<file path="src/rtl/leuk_nn_pkg.sv">
// Shared types and constants for the leukemia classifier layer datapath.
// Covers the layer sequencer states, pipeline latencies and the Q2.14 fixed-point format.
package leuk_nn_pkg;

  typedef enum logic [2:0] {
    IDLE  = 3'd0,
    FETCH = 3'd1,
    DRAIN = 3'd2,
    WRITE = 3'd3,
    DONE  = 3'd4
  } state_t;

  localparam int MAC_LAT     = 1;
  localparam int RELU_LAT    = 1;
  localparam int Q_INT_BITS  = 2;
  localparam int Q_FRAC_BITS = 14;
  localparam int Q_WIDTH     = Q_INT_BITS + Q_FRAC_BITS;

  // Address width for a memory of the given depth, never narrower than one bit
  function automatic int addr_width(input int depth);
    return (depth > 1) ? $clog2(depth) : 1;
  endfunction

endpackage

</file>
<file path="src/rtl/neuron_layer_ctrl_if.sv">
// Bundles the layer sequencer's control, memory-address, MAC and output-buffer signals.
// The master modport is the sequencer side; the slave modport is the surrounding datapath.
interface neuron_layer_ctrl_if
  import leuk_nn_pkg::*;
#(
  parameter int dataWidth = Q_WIDTH,
  parameter int IN_AW     = 5,
  parameter int W_AW      = 10,
  parameter int N_AW      = 5
) ();

  logic                 start;
  logic                 busy;
  logic                 done;
  logic [IN_AW-1:0]     in_addr;
  logic [W_AW-1:0]      w_addr;
  logic                 mac_en;
  logic                 mac_first;
  logic [dataWidth-1:0] relu_in;
  logic                 out_valid;
  logic                 out_ready;
  logic [dataWidth-1:0] out_data;
  logic [N_AW-1:0]      out_addr;

  modport master (
    input  start, relu_in, out_ready,
    output busy, done, in_addr, w_addr, mac_en, mac_first,
           out_valid, out_data, out_addr
  );

  modport slave (
    output start, relu_in, out_ready,
    input  busy, done, in_addr, w_addr, mac_en, mac_first,
           out_valid, out_data, out_addr
  );

endinterface

</file>
<file path="src/rtl/ctrl_delay_line.sv">
// Fixed-depth shift register that realigns control strobes with memory read data.
module ctrl_delay_line #(
  parameter int DEPTH = 1,
  parameter int WIDTH = 1
) (
  input  logic             clk,
  input  logic             rst,
  input  logic [WIDTH-1:0] din,
  output logic [WIDTH-1:0] dout
);

  logic [WIDTH-1:0] pipe_r [DEPTH];

  // Shift stage by stage; every stage clears on reset
  always_ff @(posedge clk or posedge rst) begin
    if (rst) begin
      for (int k = 0; k < DEPTH; k++) begin
        pipe_r[k] <= {WIDTH{1'b0}};
      end
    end else begin
      pipe_r[0] <= din;
      for (int k = 1; k < DEPTH; k++) begin
        pipe_r[k] <= pipe_r[k-1];
      end
    end
  end

  assign dout = pipe_r[DEPTH-1];

endmodule

</file>
<file path="src/rtl/neuron_layer_ctrl.sv">
// Sequencer for one fully-connected layer: streams input/weight addresses, strobes
// the MAC, waits out the MAC+ReLU pipeline and hands each activation to the output buffer.
module neuron_layer_ctrl
  import leuk_nn_pkg::*;
#(
  parameter int dataWidth   = Q_WIDTH,
  parameter int NUM_INPUTS  = 30,
  parameter int NUM_NEURONS = 30,
  parameter int MEM_LAT     = 1,
  parameter int IN_AW       = addr_width(NUM_INPUTS),
  parameter int W_AW        = addr_width(NUM_INPUTS * NUM_NEURONS),
  parameter int N_AW        = addr_width(NUM_NEURONS)
) (
  input logic                 clk,
  input logic                 rst,
  neuron_layer_ctrl_if.master bus
);

  localparam int DRAIN_CYC = MEM_LAT + MAC_LAT + RELU_LAT;
  localparam int D_AW      = addr_width(DRAIN_CYC);
  localparam logic [IN_AW-1:0] LAST_IN = IN_AW'(NUM_INPUTS - 1);
  localparam logic [N_AW-1:0]  LAST_N  = N_AW'(NUM_NEURONS - 1);
  localparam logic [D_AW-1:0]  LAST_D  = D_AW'(DRAIN_CYC - 1);

  state_t               state_r;
  state_t               state_s;
  logic [D_AW-1:0]      drain_r;
  logic [N_AW-1:0]      n_r;
  logic [IN_AW-1:0]     in_addr_r;
  logic [W_AW-1:0]      w_addr_r;
  logic                 busy_r;
  logic                 done_r;
  logic                 out_valid_r;
  logic [dataWidth-1:0] out_data_r;
  logic [N_AW-1:0]      out_addr_r;
  logic [1:0]           issue_s;
  logic [1:0]           mac_s;
  logic                 fetch_last_s;
  logic                 drain_last_s;
  logic                 xfer_s;

  assign fetch_last_s = (in_addr_r == LAST_IN);
  assign drain_last_s = (drain_r == LAST_D);
  assign xfer_s       = out_valid_r & bus.out_ready;
  // bit 1 marks the first product of a neuron, bit 0 is the plain issue strobe
  assign issue_s = {(state_r == FETCH) && (in_addr_r == {IN_AW{1'b0}}), (state_r == FETCH)};

  // State register
  always_ff @(posedge clk or posedge rst) begin
    if (rst) begin
      state_r <= IDLE;
    end else begin
      state_r <= state_s;
    end
  end

  // Next-state decode
  always_comb begin
    state_s = state_r;
    case (state_r)
      IDLE:    if (bus.start) state_s = FETCH; else state_s = IDLE;
      FETCH:   if (fetch_last_s) state_s = DRAIN; else state_s = FETCH;
      DRAIN:   if (drain_last_s) state_s = WRITE; else state_s = DRAIN;
      WRITE: begin
        if (xfer_s) begin
          if (n_r == LAST_N) state_s = DONE; else state_s = FETCH;
        end else begin
          state_s = WRITE;
        end
      end
      DONE:    state_s = IDLE;
      default: state_s = IDLE;
    endcase
  end

  // Address counters, drain timer and registered handshake outputs
  always_ff @(posedge clk or posedge rst) begin
    if (rst) begin
      drain_r     <= {D_AW{1'b0}};
      n_r         <= {N_AW{1'b0}};
      in_addr_r   <= {IN_AW{1'b0}};
      w_addr_r    <= {W_AW{1'b0}};
      busy_r      <= 1'b0;
      done_r      <= 1'b0;
      out_valid_r <= 1'b0;
      out_data_r  <= {dataWidth{1'b0}};
      out_addr_r  <= {N_AW{1'b0}};
    end else begin
      case (state_r)
        IDLE: begin
          if (bus.start) busy_r <= 1'b1;
        end
        FETCH: begin
          // hold the last pair so w_addr stays frozen until the next neuron starts
          if (!fetch_last_s) begin
            in_addr_r <= in_addr_r + IN_AW'(1);
            w_addr_r  <= w_addr_r + W_AW'(1);
          end
        end
        DRAIN: begin
          if (drain_last_s) begin
            drain_r     <= {D_AW{1'b0}};
            out_data_r  <= bus.relu_in;
            out_addr_r  <= n_r;
            out_valid_r <= 1'b1;
          end else begin
            drain_r <= drain_r + D_AW'(1);
          end
        end
        WRITE: begin
          if (xfer_s) begin
            out_valid_r <= 1'b0;
            in_addr_r   <= {IN_AW{1'b0}};
            if (n_r == LAST_N) begin
              n_r      <= {N_AW{1'b0}};
              w_addr_r <= {W_AW{1'b0}};
              done_r   <= 1'b1;
            end else begin
              n_r      <= n_r + N_AW'(1);
              w_addr_r <= w_addr_r + W_AW'(1);
            end
          end
        end
        DONE: begin
          done_r <= 1'b0;
          busy_r <= 1'b0;
        end
        default: begin
          busy_r <= 1'b0;
        end
      endcase
    end
  end

  ctrl_delay_line #(
    .DEPTH (MEM_LAT),
    .WIDTH (2)
  ) u_mac_delay (
    .clk  (clk),
    .rst  (rst),
    .din  (issue_s),
    .dout (mac_s)
  );

  assign bus.busy      = busy_r;
  assign bus.done      = done_r;
  assign bus.in_addr   = in_addr_r;
  assign bus.w_addr    = w_addr_r;
  assign bus.mac_en    = mac_s[0];
  assign bus.mac_first = mac_s[1];
  assign bus.out_valid = out_valid_r;
  assign bus.out_data  = out_data_r;
  assign bus.out_addr  = out_addr_r;

endmodule

</file>
<file path="src/flat_wrapper.sv">
// flat-port wrapper written by rule: the top's interface ports become plain ports
module neuron_layer_ctrl_flat import leuk_nn_pkg::*;
#(
  parameter int dataWidth   = Q_WIDTH,
  parameter int NUM_INPUTS  = 30,
  parameter int NUM_NEURONS = 30,
  parameter int MEM_LAT     = 1,
  parameter int IN_AW       = addr_width(NUM_INPUTS),
  parameter int W_AW        = addr_width(NUM_INPUTS * NUM_NEURONS),
  parameter int N_AW        = addr_width(NUM_NEURONS)
)
  (clk, rst, bus_start, bus_relu_in, bus_out_ready, bus_busy, bus_done, bus_in_addr, bus_w_addr, bus_mac_en, bus_mac_first, bus_out_valid, bus_out_data, bus_out_addr);
  neuron_layer_ctrl_if #(.dataWidth(dataWidth), .IN_AW(IN_AW), .W_AW(W_AW), .N_AW(N_AW)) bus_i ();
  input logic clk;
  input logic rst;
  input wire logic [$bits(bus_i.start)-1:0] bus_start;
  input wire logic [$bits(bus_i.relu_in)-1:0] bus_relu_in;
  input wire logic [$bits(bus_i.out_ready)-1:0] bus_out_ready;
  output wire logic [$bits(bus_i.busy)-1:0] bus_busy;
  output wire logic [$bits(bus_i.done)-1:0] bus_done;
  output wire logic [$bits(bus_i.in_addr)-1:0] bus_in_addr;
  output wire logic [$bits(bus_i.w_addr)-1:0] bus_w_addr;
  output wire logic [$bits(bus_i.mac_en)-1:0] bus_mac_en;
  output wire logic [$bits(bus_i.mac_first)-1:0] bus_mac_first;
  output wire logic [$bits(bus_i.out_valid)-1:0] bus_out_valid;
  output wire logic [$bits(bus_i.out_data)-1:0] bus_out_data;
  output wire logic [$bits(bus_i.out_addr)-1:0] bus_out_addr;
  assign bus_i.start = bus_start;
  assign bus_i.relu_in = bus_relu_in;
  assign bus_i.out_ready = bus_out_ready;
  assign bus_busy = bus_i.busy;
  assign bus_done = bus_i.done;
  assign bus_in_addr = bus_i.in_addr;
  assign bus_w_addr = bus_i.w_addr;
  assign bus_mac_en = bus_i.mac_en;
  assign bus_mac_first = bus_i.mac_first;
  assign bus_out_valid = bus_i.out_valid;
  assign bus_out_data = bus_i.out_data;
  assign bus_out_addr = bus_i.out_addr;
  neuron_layer_ctrl #(.dataWidth(dataWidth), .NUM_INPUTS(NUM_INPUTS), .NUM_NEURONS(NUM_NEURONS), .MEM_LAT(MEM_LAT), .IN_AW(IN_AW), .W_AW(W_AW), .N_AW(N_AW)) u_core (.clk(clk), .rst(rst), .bus(bus_i));
endmodule
</file>
<file path="config.mk">
export PLATFORM = sky130hd
export DESIGN_NAME = neuron_layer_ctrl_flat
export DESIGN_NICKNAME = d
export VERILOG_FILES = /design/src/rtl/leuk_nn_pkg.sv /design/src/rtl/neuron_layer_ctrl_if.sv /design/src/rtl/ctrl_delay_line.sv /design/src/rtl/neuron_layer_ctrl.sv /design/src/flat_wrapper.sv
export SDC_FILE = /design/constraint.sdc
export NUM_CORES = 1
export LEC_CHECK = 0
export CAP_MARGIN = 20
export CORE_MARGIN = 2
export CORE_UTILIZATION = 52
export DETAILED_ROUTE_END_ITERATION = 7
export PLACE_DENSITY_LB_ADDON = 0.08
export SYNTH_ARGS = -nofsm -noshare
export SYNTH_HDL_FRONTEND = slang
export SYNTH_SLANG_ARGS = --single-unit
</file>
<file path="constraint.sdc">
create_clock -name clk -period 3.6 [get_ports clk]
set_input_delay 0.54 -clock clk [delete_from_list [all_inputs] [get_ports clk]]
set_output_delay 0.54 -clock clk [all_outputs]
set_load 0.1 [all_outputs]
</file>
======== Word level (Yosys, flattened, before mapping) ========
Index checks and enable logic that the tools add are counted.
operators by class
  mux-type cells .......................... 23
  reduce and logical (&&, ||, !) cells .... 13
  bitwise operators ....................... 2
  add/subtract/negate cells ............... 4
  div/mod/pow operators ................... 0
  multiply operators ...................... 0
  shift-type cells ........................ 0
  magnitude comparators ................... 0
  equality and inequality tests ........... 12
operators with widths
  cell                                                  count
  two-way mux 10 bit                                    3
  case mux 10 bit (2 select lines)                      1
  two-way mux 5 bit                                     3
  case mux 3 bit (4 select lines)                       1
  adder 10 x 1 -> 10 bit (second input constant)        1
  adder 5 x 1 -> 5 bit (second input constant)          2
  equality test 5 bit (second input constant)           2
  case mux 5 bit (2 select lines)                       1
  AND reduction 3 bit                                   3
  two-way mux 1 bit                                     7
  equality test 3 x 2 -> 1 bit (second input constant)  2
  two-way mux 3 bit                                     2
  != test 2 x 1 -> 1 bit (second input constant)        3
  case mux 1 bit (2 select lines)                       3
  AND reduction 2 bit                                   3
  nonzero test 2 bit                                    3
  zero test 5 bit                                       1
  two-way mux 2 bit                                     2
  != test 2 bit (second input constant)                 2
  equality test 3 x 1 -> 1 bit (second input constant)  1
  equality test 3 bit (second input constant)           1
  zero test 3 bit                                       1
  OR reduction 3 bit                                    1
  adder 2 x 1 -> 2 bit (second input constant)          1
  other kinds (4)                                       4
storage, ports and cells
  memory bits (writable) .................. 0
  bits in latches ......................... 0
  bits in read-only memories .............. 0
  output and inout bits ................... 41
  register bits ........................... 51
  memories kept ........................... 0
  bits of input ports ..................... 20

======== Longest topological paths before layout ========
Gate-level depths: netlist (run 1).
  depth after elaboration ................. 4
  gate-level depth with buffers ........... 7
  mapped depth without buffers ............ 6

======== Hierarchy ========
A second synthesis (run 1) with hierarchy kept.
second synthesis, totals
  cells, all modules ...................... 203
  area, all modules ....................... 2354.8 sq um
by module, submodules not included
  module             times used  area each (sq um)  cells each
  neuron_layer_ctrl  1           2301.0             200
  ctrl_delay_line    1           53.8               3

======== Worst setup path before layout (run 1) ========
OpenSTA, ideal clock, no wires.
  path type ............................... register to register
  from .................................... register u_core.in_addr_r[0] (netlist: u_core.bus.in_addr[0])
  to ...................................... register u_core.w_addr_r[0] (netlist: u_core.bus.w_addr[0])
  stages on the path, launching flop included .. 7
  path slack .............................. 1.165 ns
  buffers on the path ..................... 1
  arrival time ............................ 2.315 ns
  clock period less this slack ............ 2.435 ns
  data required time ...................... 3.480 ns
  setup time .............................. 0.120 ns
  cell sequence ........................... dfrtp_1 -> ha_1 -> nand4_1 -> a2bb2oi_1 -> clkbuf_1 -> a211oi_1 -> a21o_1
between the ends
  longest elaborated chain between the ends .. 3
ends and longest elaborated chain
  element                        RTL line                  source
  start: declaration             neuron_layer_ctrl.sv:29   logic [IN_AW-1:0] in_addr_r;
  start signal: assignment       neuron_layer_ctrl.sv:81   in_addr_r <= {IN_AW{1'b0}};
  start signal: assignment       neuron_layer_ctrl.sv:96   in_addr_r <= in_addr_r + IN_AW'(1);
  start signal: assignment       neuron_layer_ctrl.sv:113  in_addr_r <= {IN_AW{1'b0}};
  equality test 5 bit            neuron_layer_ctrl.sv:42   assign fetch_last_s = (in_addr_r == LAST_IN);
  != test 2 bit (no line)        n/a
  AND reduction 3 bit (no line)  n/a
  end signal: assignment         neuron_layer_ctrl.sv:82   w_addr_r <= {W_AW{1'b0}};
  end signal: assignment         neuron_layer_ctrl.sv:97   w_addr_r <= w_addr_r + W_AW'(1);
  end signal: assignment         neuron_layer_ctrl.sv:116  w_addr_r <= {W_AW{1'b0}};
  end: declaration               neuron_layer_ctrl.sv:30   logic [W_AW-1:0] w_addr_r;
No other way between the ends.
A chain may end at the register's enable or synchronous reset.

======== Worst setup path in the final report (run 1) ========
  from .................................... register u_core.w_addr_r[3] (netlist: u_core.bus.w_addr[3])
  to ...................................... output port bus_w_addr[3]
RTL lines
  element           RTL line            source
  end: declaration  flat_wrapper.sv:22  output wire logic [$bits(bus_i.w_addr)-1:0] bus_w_addr;
No word-level cell between the ends.

==> summary.md, run 1 <==
| Metric | Value |
|---|---|
| Status | `finished, final reports clean` |
| P&R area growth vs syn | `31.3%` |
| Reg2reg path depth | `6` |
| WP data required | `3.06 ns` |
| RSZ-0062 raised after global routing | `no` |
| Clk_lat worst skew | `0.30 ns` |
| Die area | `5080 sq um` |
| WL per Instance | `14.4 um` |
| Final Hold Viols | `0` |
| Fillers | `339` |
| Largest net degree at the start of global routing | `52` |
| Setup_tns | `0 ns` |
| Num CTS Buffers | `5` |
| Tot GR Track Use | `0.190` |
| Total clock sinks | `51` |
| CTS clk-pin slew, worst paths | `0.09 ns` |
| CP delay by family, top | `buffers and inverters` |
| DRT Pass-1 Iters | `4` |
| Std cell rows | `24` |
| Worst clock skew | `0.00562 ns` |
| Residual DRC | `0` |
| Global route overflow | `0` |
| Final worst path period share | `0.687` |
| Reg area | `1280 sq um` |
| CP Capture Type | `output pin` |
| Final WL | `4.52 mm` |
| Hold Path Stages | `2` |
| Syn nets | `224` |
| WL met2 | `2.06 mm` |
| Post-CTS Setup Bufs | `0` |
| Mapped Area | `2350 sq um` |
| Wl on met1 | `2.15 mm` |
| TritonCTS clock tree | `yes` |
| Crit path time final | `2.47 ns` |
| Top Layer Used | `met4` |
| Measured slew at the worst slew-check pin | `0.997 ns` |
| Footprint of the multi-input gates | `1000 sq um` |
| Normalized max-slew margin | `0.333` |
| Antenna Nets Post-Route | `0` |
| Yosys cell types | `39` |
| WP data arrival | `1.93 ns` |
| Initial antenna violation count | `0` |
| CP cell instances | `clkdlybuf4s50_1` |
| First-pass GRT wire length | `7.81 mm` |
| Syn Area/Cell | `11.9 sq um` |
| Vias in the first global route | `1678` |
| R2R Setup Slk | `1.34 ns` |
| Crit path max-delay cell type | `clkdlybuf4s50_1` |
| Post-DP HPWL | `3.17 mm` |
| Fmax | `0.404 GHz` |
| I/O Buffers | `60` |
| Gpl congestion | `0.725` |
| CORE AREA | `4350 sq um` |
| Starting Density | `0.541` |
| CTS Buffer Depth | `2` |
| Vias | `1752` |
| Vias per cell | `5.58` |
| Slew Viols, Final | `0` |
| Post-CTS Resized | `0` |
| Die width | `71.3 um` |
| Max-cap violations | `0` |
| Layout cells sized above 1 | `0.130` |
| WP buf/inv | `1` |
| Post-synthesis sequential area ratio | `0.542` |
| Final Setup Violations | `0` |
| Peak fanout along the critical path | `7` |
| Synth Instances | `198` |
| Critical path class | `reg2out` |
| Startpoint Class | `flip-flop` |
| FF-to-FF End | `u_core.bus.w_addr[9]` |
| Root Driver | `clkbuf_8` |
| DIE HEIGHT | `71.3 um` |
| Synth Register Bits | `51` |
| Hold Buf Count CTS | `0` |
| Worst hold start | `u_core.drain_r[1]` |
| I/O pin count | `61` |
| Post-DP Area | `2970 sq um` |
| Worst min path class | `reg2reg` |
| Worst Hold Path EP | `u_core.drain_r[1]` |
| Post-route cell area | `3090 sq um` |
| Nets | `287` |
| H-tree depth | `2` |
| FF-to-FF Start | `u_core.bus.in_addr[1]` |
| Crit-path max cell delay | `1.17 ns` |
| Ant diodes | `0` |
| Initial DRC count | `108` |
| Detailed route wirelength on metal3 | `267 um` |
| Total number of yosys warnings | `0` |
-- logic make-up (layout without fill, tap and decap cells) --
group | count (synthesis) | in the layout | synth area share
simple gates | 67 | 67 | 0.148
xor+xnor | 4 | 4 | 0.0149
flops | 51 | 51 | 0.542
compound gates | 37 | 37 | 0.0973
mux | 23 | 23 | 0.135
fa+ha+maj | 6 | 6 | 0.0319
buf+inv | 10 | 74 | 0.0308
-- through the flow --
step	util	setup slack, ns	hold slack (ns)	cells
2_1_floorplan	-	1.17	0.450	198
3_3_place_gp	0.682	1.28	0.466	305
3_5_place_dp	0.682	1.22	0.483	305
4_1_cts	0.705	1.12	0.505	313
5_1_grt	0.709	0.960	0.526	314
6_report	0.709	1.13	0.504	314
-- cells in the final DEF, fill, tap and decap left out, types with 2 or more instances in the layout --
cell type | synthesis | final
ha_1 | 6 | 6
or3_1 | 5 | 5
o31ai_1 | 4 | 4
mux2i_1 | 2 | 2
dfrtp_1 | 51 | 51
nor2_1 | 15 | 15
o21ai_0 | 14 | 14
nand2_1 | 21 | 21
and4_1 | 2 | 2
clkbuf_8 | 0 | 7
inv_1 | 4 | 3
o2111ai_1 | 2 | 2
and4b_1 | 2 | 2
a2bb2oi_1 | 2 | 2
nor3_1 | 2 | 2
clkdlybuf4s50_1 | 0 | 60
or4_1 | 2 | 2
mux2_2 | 5 | 5
nand4_1 | 2 | 2
xor2_1 | 4 | 4
nand3_1 | 8 | 8
a21oi_1 | 9 | 9
mux2_4 | 16 | 16
-- worst max-delay path by stage --
stage | endpoint | start | cells past startpoint
6_report | bus_w_addr[3] | u_core.bus.w_addr[3] | 1
5_1_grt | u_core.bus.w_addr[7] | u_core.bus.in_addr[1] | 6
4_1_cts | bus_w_addr[3] | u_core.bus.w_addr[3] | 1
3_5_place_dp | u_core.bus.w_addr[3] | bus_out_ready | 5
3_3_place_gp | u_core.bus.w_addr[5] | bus_out_ready | 5
2_1_floorplan | u_core.bus.w_addr[0] | u_core.bus.in_addr[0] | 6
-- per-layer routing --
layer,track usage,vias up
met4,0.0440,0
li1,-,833
met3,0.0436,6
met1,0.271,863
met5,0,-
met2,0.300,50
-- state kept, by name, indices dropped and copies added (netlist names) --
| signal | count |
|---|---|
| u_core.bus.out_data | 16 |
| u_core.bus.out_addr | 5 |
| u_core.bus.busy | 1 |
| u_core.bus.done | 1 |
| u_core.state_r | 3 |
| u_core.bus.w_addr | 10 |
| u_core.u_mac_delay.dout | 2 |
| u_core.bus.in_addr | 5 |
| u_core.bus.out_valid | 1 |
| u_core.drain_r | 2 |
| u_core.n_r | 5 |
-- area by class of cell --
cell class | count | area share
well taps | 52 | 0.0211
multi-input cells | 137 | 0.325
flip-flops and latches | 51 | 0.413
repair buffers | 62 | 0.203
inverters | 4 | 0.00486
clock buffers | 8 | 0.0324
-- cells in the mapped netlist (all sizes together) --
cell / instances / share of area
nor3: 2 / 0.0043
a22oi: 1 / 0.0032
mux2i: 2 / 0.0085
o211ai: 1 / 0.0032
nand3: 8 / 0.017
and3b: 1 / 0.0037
nand4: 2 / 0.0053
inv: 4 / 0.0064
a2bb2oi: 2 / 0.0074
and4b: 2 / 0.0085
or4: 2 / 0.0064
xor2: 4 / 0.015
or3b: 2 / 0.0085
nor3b: 1 / 0.0053
mux2: 21 / 0.13
a211oi: 1 / 0.0032
dfrtp: 51 / 0.54
o21ai: 14 / 0.030
or3: 5 / 0.013
nand2: 21 / 0.033
a21bo: 1 / 0.0043
o31ai: 4 / 0.013
and4: 2 / 0.0074
nor2: 15 / 0.024
nand2b: 1 / 0.0027
nor2b: 1 / 0.0027
and3: 1 / 0.0027
a41oi: 1 / 0.0037
a21o: 1 / 0.0032
ha: 6 / 0.032
clkbuf: 1 / 0.0016
buf: 5 / 0.023
a21oi: 9 / 0.019
o2111ai: 2 / 0.0074
nand3b: 1 / 0.0032
Power of run 1 is not shown: default switching activity piles up to over one toggle a cycle in this logic, so the estimate is an artifact.
==> run 2: changes to the inputs <==
- CORE_UTILIZATION: 52 -> 48
- clock period: 3.6 -> 2.45 ns (I/O delays scaled with it)
==> run 2 against run 1 <==
Register-to-register slack got worse by 0.94 ns. Cell count is 6.1% higher. Routed wire length up 1.6%. Setup slack worse by 0.73 ns. Clock-buffer cell count shrank 2. Die area up 7.9%. Via count down 2.2%. Global-route usage decreased by 1.3 points. Sequential share of layout area increased by 0.94 points. Hold slack worse by 0.10 ns. Flip-flop and latch count unchanged. Non-clock buffer count rose by 4. Critical path type is now reg2reg. Highest routed layer unchanged.
==> summary.md, run 2 (same netlist as run 1, synthesis figures left out) <==
| Metric | Value |
|---|---|
| Status | `finished, final reports clean (unchanged)` |
| Starting Density | `0.498 (was 0.541)` |
| Setup_tns | `0 ns (unchanged)` |
| TritonCTS clock tree | `yes (unchanged)` |
| Peak fanout along the critical path | `24 (was 7)` |
| CTS clk-pin slew, worst paths | `0.09 ns (about the same)` |
| I/O Buffers | `60 (unchanged)` |
| Fmax | `0.487 GHz` |
| Leading cell type in the layout, fill and taps excluded | `dfrtp_1 (was clkdlybuf4s50_1)` |
| Largest net degree at the start of global routing | `31 (was 52)` |
| Antenna Nets Post-Route | `0 (unchanged)` |
| DIE HEIGHT | `74.0 um (was 71.3 um)` |
| WP data arrival | `2.24 ns (was 1.93 ns)` |
| DRT Pass-1 Iters | `4 (unchanged)` |
| Final worst path period share | `0.838` |
| CP Capture Type | `flip-flop (was output pin)` |
| Critical path class | `reg2reg (was reg2out)` |
| Startpoint Class | `flip-flop (unchanged)` |
| Crit path time final | `2.05 ns` |
| Post-DP Area | `2940 sq um (was 2970 sq um)` |
| Ant diodes | `0 (unchanged)` |
| Max FFs per register | `16 (unchanged)` |
| Tot GR Track Use | `0.177 (was 0.190)` |
| Post-route cell area | `3020 sq um (was 3090 sq um)` |
| Slew Viols, Final | `0 (unchanged)` |
| First-pass GRT wire length | `7.48 mm (was 7.81 mm)` |
| Crit-path max cell delay | `0.53 ns (was 1.17 ns)` |
| Nets | `291 (was 287)` |
| Clk_lat worst skew | `0.30 ns (about the same)` |
| RSZ-0062 raised after global routing | `no (unchanged)` |
| Worst clock skew | `0.00523 ns (was 0.00562 ns)` |
| Die area | `5480 sq um (was 5080 sq um)` |
| Gpl congestion | `0.763 (was 0.725)` |
| R2R Setup Slk | `0.40 ns (was 1.34 ns)` |
| Final WL | `4.59 mm (was 4.52 mm)` |
| Final Hold Viols | `0 (unchanged)` |
| Global route overflow | `0 (unchanged)` |
| Final Setup Violations | `0 (unchanged)` |
| Std cell rows | `25 (was 24)` |
| Crit path max-delay cell type | `dfrtp_1 (was clkdlybuf4s50_1)` |
| CP cell instances | `or3b_4, or3b_1, buf_4, mux2_4 (was clkdlybuf4s50_1)` |
| WL per Instance | `13.8 um (was 14.4 um)` |
| Measured slew at the worst slew-check pin | `0.483 ns (was 0.997 ns)` |
| Initial antenna violation count | `0 (unchanged)` |
| CTS Buffer Depth | `2 (unchanged)` |
| H-tree depth | `2 (unchanged)` |
| CP delay by family, top | `simple AND/OR/NAND/NOR gates (was buffers and inverters)` |
| Post-CTS Setup Bufs | `0 (unchanged)` |
| Critical Path Stages | `4 (was 1)` |
| Vias | `1713 (was 1752)` |
| Die width | `74.0 um (was 71.3 um)` |
| Post-CTS Resized | `0 (unchanged)` |
| I/O pin count | `61 (unchanged)` |
| Vias per cell | `5.14 (was 5.58)` |
| Post-DP HPWL | `3.31 mm (was 3.17 mm)` |
| Initial DRC count | `58 (was 108)` |
| Worst min path class | `in2async (was reg2reg)` |
| FF-to-FF Start | `u_core.state_r[1] (was u_core.bus.in_addr[1])` |
| WP buf/inv | `1 (unchanged)` |
| Root Driver | `clkbuf_8 (unchanged)` |
| Residual DRC | `0 (unchanged)` |
| Reg2reg path depth | `4 (was 6)` |
| Vias in the first global route | `1555 (was 1678)` |
| WP data required | `2.64 ns (was 3.06 ns)` |
| Num CTS Buffers | `5 (unchanged)` |
| Normalized max-slew margin | `0.678 (was 0.333)` |
| Layout cells sized above 1 | `0.297 (was 0.130)` |
| P&R area growth vs syn | `28.3% (was 31.3%)` |
| CORE AREA | `4720 sq um (was 4350 sq um)` |
| Commonest cells after routing, fill and taps aside | `51 x dfrtp_1, 46 x buf_4, 21 x nand2_1 (was 60 x clkdlybuf4s50_1, 51 x dfrtp_1, 21 x nand2_1)` |
| FF-to-FF End | `u_core.bus.out_data[6] (was u_core.bus.w_addr[9])` |
| Total clock sinks | `51 (unchanged)` |
| Max-cap violations | `0 (unchanged)` |
| Hold Buf Count CTS | `0 (unchanged)` |
-- run 2: cell count changes in the layout (fill, tap and decap cells not counted) --
cell,previous run,this run
buf_4,1,46
clkbuf_8,7,5
clkdlybuf4s50_1,60,19
clkinv_2,0,1
clkinvlp_4,0,1
-- run 2: worst max path at each step --
stage | startpoint | end
after CTS | u_core.state_r[1] | u_core.bus.out_data[6]
final | u_core.state_r[1] | u_core.bus.out_data[6]
after global placement | bus_out_ready | u_core.bus.w_addr[9]
after detailed placement | bus_out_ready | u_core.bus.w_addr[5]
after global routing | u_core.state_r[1] | u_core.bus.out_data[6]
after floorplan | u_core.bus.in_addr[0] | u_core.bus.w_addr[0]
-- run 2: cell type report --
cell class / count / area (sq um)
Tap cell: 67 / 83.8
Clock inverter: 2 / 12.5
Multi-Input combinational cell: 137 / 1000
Inverter: 4 / 15.0
Fill cell: 375 / 1700
Timing Repair Buffer: 66 / 556
Sequential cell: 51 / 1280
Clock buffer: 6 / 72.6
-- run 2: stage by stage --
step	instances	hold WS [ns]	setup slack [ns]	util
6_report	333	0.401	0.397	0.639
4_1_cts	333	0.405	0.398	0.639
2_1_floorplan	198	0.450	0.0153	-
5_1_grt	333	0.439	0.316	0.639
3_5_place_dp	325	0.471	0.349	0.621
3_3_place_gp	325	0.466	0.411	0.621
-- run 2: layer usage --
layer | part of all wire | routed length (um) | GRT usage | up-vias
met5 | 0 | 0 | 0 | -
li1 | - | - | - | 847
met2 | 0.47 | 2150 | 0.284 | 40
met3 | 0.048 | 222 | 0.0420 | 6
met1 | 0.47 | 2160 | 0.240 | 820
met4 | 0.012 | 56 | 0.0566 | 0
Power of run 2 is left out for the same reason.
==> run 3: changes to the inputs <==
- CORE_UTILIZATION: 48 -> 44
- clock period: 2.45 -> 1.74 ns (I/O delays scaled with it)
==> run 3 against run 2 <==
The run now ends with negative setup slack left. Register-to-register slack got worse by 0.43 ns. Hold slack lost 0.15 ns. Fmax up 16%. Highest routed layer unchanged.
==> summary.md, run 3 (same netlist as run 1, synthesis figures left out) <==
| Metric | Value |
|---|---|
| Tot GR Track Use | `0.184 (was 0.177)` |
| Layout cells sized above 1 | `0.399 (was 0.297)` |
| Critical path class | `reg2reg (unchanged)` |
| CP Capture Type | `flip-flop (unchanged)` |
| Root Driver | `clkbuf_8 (unchanged)` |
| Worst min path class | `in2async (unchanged)` |
| Commonest cells after routing, fill and taps aside | `44 x buf_12, 38 x dfrtp_1, 21 x nand2_1 (was 51 x dfrtp_1, 46 x buf_4, 21 x nand2_1)` |
| Clk_lat worst skew | `0.29 ns (was 0.30 ns)` |
| Antenna Nets Post-Route | `0 (unchanged)` |
| Worst clock skew | `0.00273 ns (was 0.00523 ns)` |
| Measured slew at the worst slew-check pin | `0.552 ns (was 0.483 ns)` |
| TritonCTS clock tree | `yes (unchanged)` |
| CORE AREA | `5140 sq um (was 4720 sq um)` |
| Die width | `77.1 um (was 74.0 um)` |
| Peak fanout along the critical path | `24 (unchanged)` |
| Residual DRC | `0 (unchanged)` |
| DRT Pass-1 Iters | `4 (unchanged)` |
| Slew Viols, Final | `0 (unchanged)` |
| Final Hold Viols | `0 (unchanged)` |
| First-pass GRT wire length | `8.88 mm (was 7.48 mm)` |
| CTS clk-pin slew, worst paths | `0.09 ns (about the same)` |
| Nets | `304 (was 291)` |
| Worst hold slack | `0.255 ns (was 0.401 ns)` |
| I/O pin count | `61 (unchanged)` |
| Post-layout util | `0.726 (was 0.639)` |
| Max FFs per register | `16 (unchanged)` |
| WP data required | `1.93 ns (was 2.64 ns)` |
| Final WL | `5.05 mm (was 4.59 mm)` |
| Post-DP HPWL | `3.78 mm (was 3.31 mm)` |
| Startpoint Class | `flip-flop (unchanged)` |
| Final Worst Setup Slack | `-0.0358 ns (was 0.397 ns)` |
| Initial antenna violation count | `0 (unchanged)` |
| Normalized max-slew margin | `0.632 (was 0.678)` |
| Setup_tns | `-0.483 ns (was 0 ns)` |
| Ant diodes | `0 (unchanged)` |
| Failing checks | `negative setup slack` |
| RSZ-0062 raised after global routing | `yes (was no)` |
| CTS Buffer Depth | `2 (unchanged)` |
| Final worst path period share | `1.02 (was 0.838)` |
| P&R area growth vs syn | `58.5% (was 28.3%)` |
| H-tree depth | `2 (unchanged)` |
| Max-cap violations | `0 (unchanged)` |
| Total clock sinks | `51 (unchanged)` |
| Leading cell type in the layout, fill and taps excluded | `buf_12 (was dfrtp_1)` |
| Crit path time final | `1.78 ns (was 2.05 ns)` |
| I/O Buffers | `60 (unchanged)` |
| Starting Density | `0.458 (was 0.498)` |
| Gpl congestion | `0.762 (was 0.763)` |
| Status | `finished with violations (was finished, final reports clean)` |
| Vias per cell | `5.21 (was 5.14)` |
| Initial DRC count | `66 (was 58)` |
| Final Setup Violations | `18 (was 0)` |
| WP data arrival | `1.96 ns (was 2.24 ns)` |
| Fmax | `0.563 GHz (was 0.487 GHz)` |
| Vias in the first global route | `1860 (was 1555)` |
| Global route overflow | `0 (unchanged)` |
| WL per Instance | `14.5 um (was 13.8 um)` |
| Die area | `5950 sq um (was 5480 sq um)` |
| Std cell rows | `26 (was 25)` |
| DIE HEIGHT | `77.1 um (was 74.0 um)` |
| Num CTS Buffers | `5 (unchanged)` |
| Vias | `1812 (was 1713)` |
| Largest net degree at the start of global routing | `25 (was 31)` |
[run 3: cell count changes in the layout (fill, tap and decap cells not counted), moves of 4 or more]
cell / delta
dfrtp_1: -13
o21ai_1: +4
buf_12: +43
o21ai_0: -4
dfrtp_2: +13
buf_4: -31
[run 3: layer usage]
layer / up-vias / global-route usage / part of all wire
met5: - / 0 / 0
met4: 0 / 0.0571 / 0.0047
met3: 2 / 0.0318 / 0.031
met2: 40 / 0.293 / 0.49
met1: 897 / 0.258 / 0.47
li1: 873 / - / -
[run 3: cell type report]
cell class | instances | area [sq um]
clock buffers | 5 | 68.8
clock inverters | 2 | 37.5
fillers | 366 | 1410
inverters | 4 | 15.0
multi-input cells | 137 | 1030
flip-flops and latches | 51 | 1290
well taps | 70 | 87.6
repair buffers | 79 | 1190
[run 3: repair_timing]
| action | in CTS | in global routing |
|---|---|---|
| pin swaps | 0 | 6 |
| setup endpoints to repair | 20 | 30 |
| endpoints found under the hold margin | 0 | 0 |
| gates resized for setup | 1 | 4 |
| setup buffers | 0 | 3 |
| gates cloned | 0 | 0 |
| hold buffers | 0 | 0 |
[run 3: metrics by stage]
| stage | area (sq um) | setup WS [ns] | cells |
|---|---|---|---|
| 3_3_place_gp | 3590 | -0.0196 | 338 |
| 6_report | 3730 | -0.0358 | 348 |
| 5_1_grt | 3730 | -0.0774 | 348 |
| 3_5_place_dp | 3590 | -0.0433 | 338 |
| 4_1_cts | 3700 | -0.0328 | 345 |
| 2_1_floorplan | 2400 | -0.170 | 198 |
[run 3: critical path, cell delays in order (launching register included)]
cell and delay, ns:
dfrtp_1 0.38, or3b_4 0.40, or3b_4 0.39, buf_12 0.18, mux2_4 0.31
[run 3: path summary, 6_finish.rpt]
path | start | to | slack, ns | cells past startpoint
max | u_core.state_r[0] | u_core.bus.out_data[6] | -0.04 | 4
max in group asynchronous | rst | u_core.bus.in_addr[2] | 1.04 | 3
max reg2reg | u_core.state_r[0] | u_core.bus.out_data[6] | -0.04 | 4
min | rst | u_core.bus.out_data[14] | 0.26 | 2
min in group clk | u_core.drain_r[1] | u_core.drain_r[1] | 0.52 | 2
min reg2reg | u_core.drain_r[1] | u_core.drain_r[1] | 0.52 | 2
Power of run 3 is left out for the same reason.
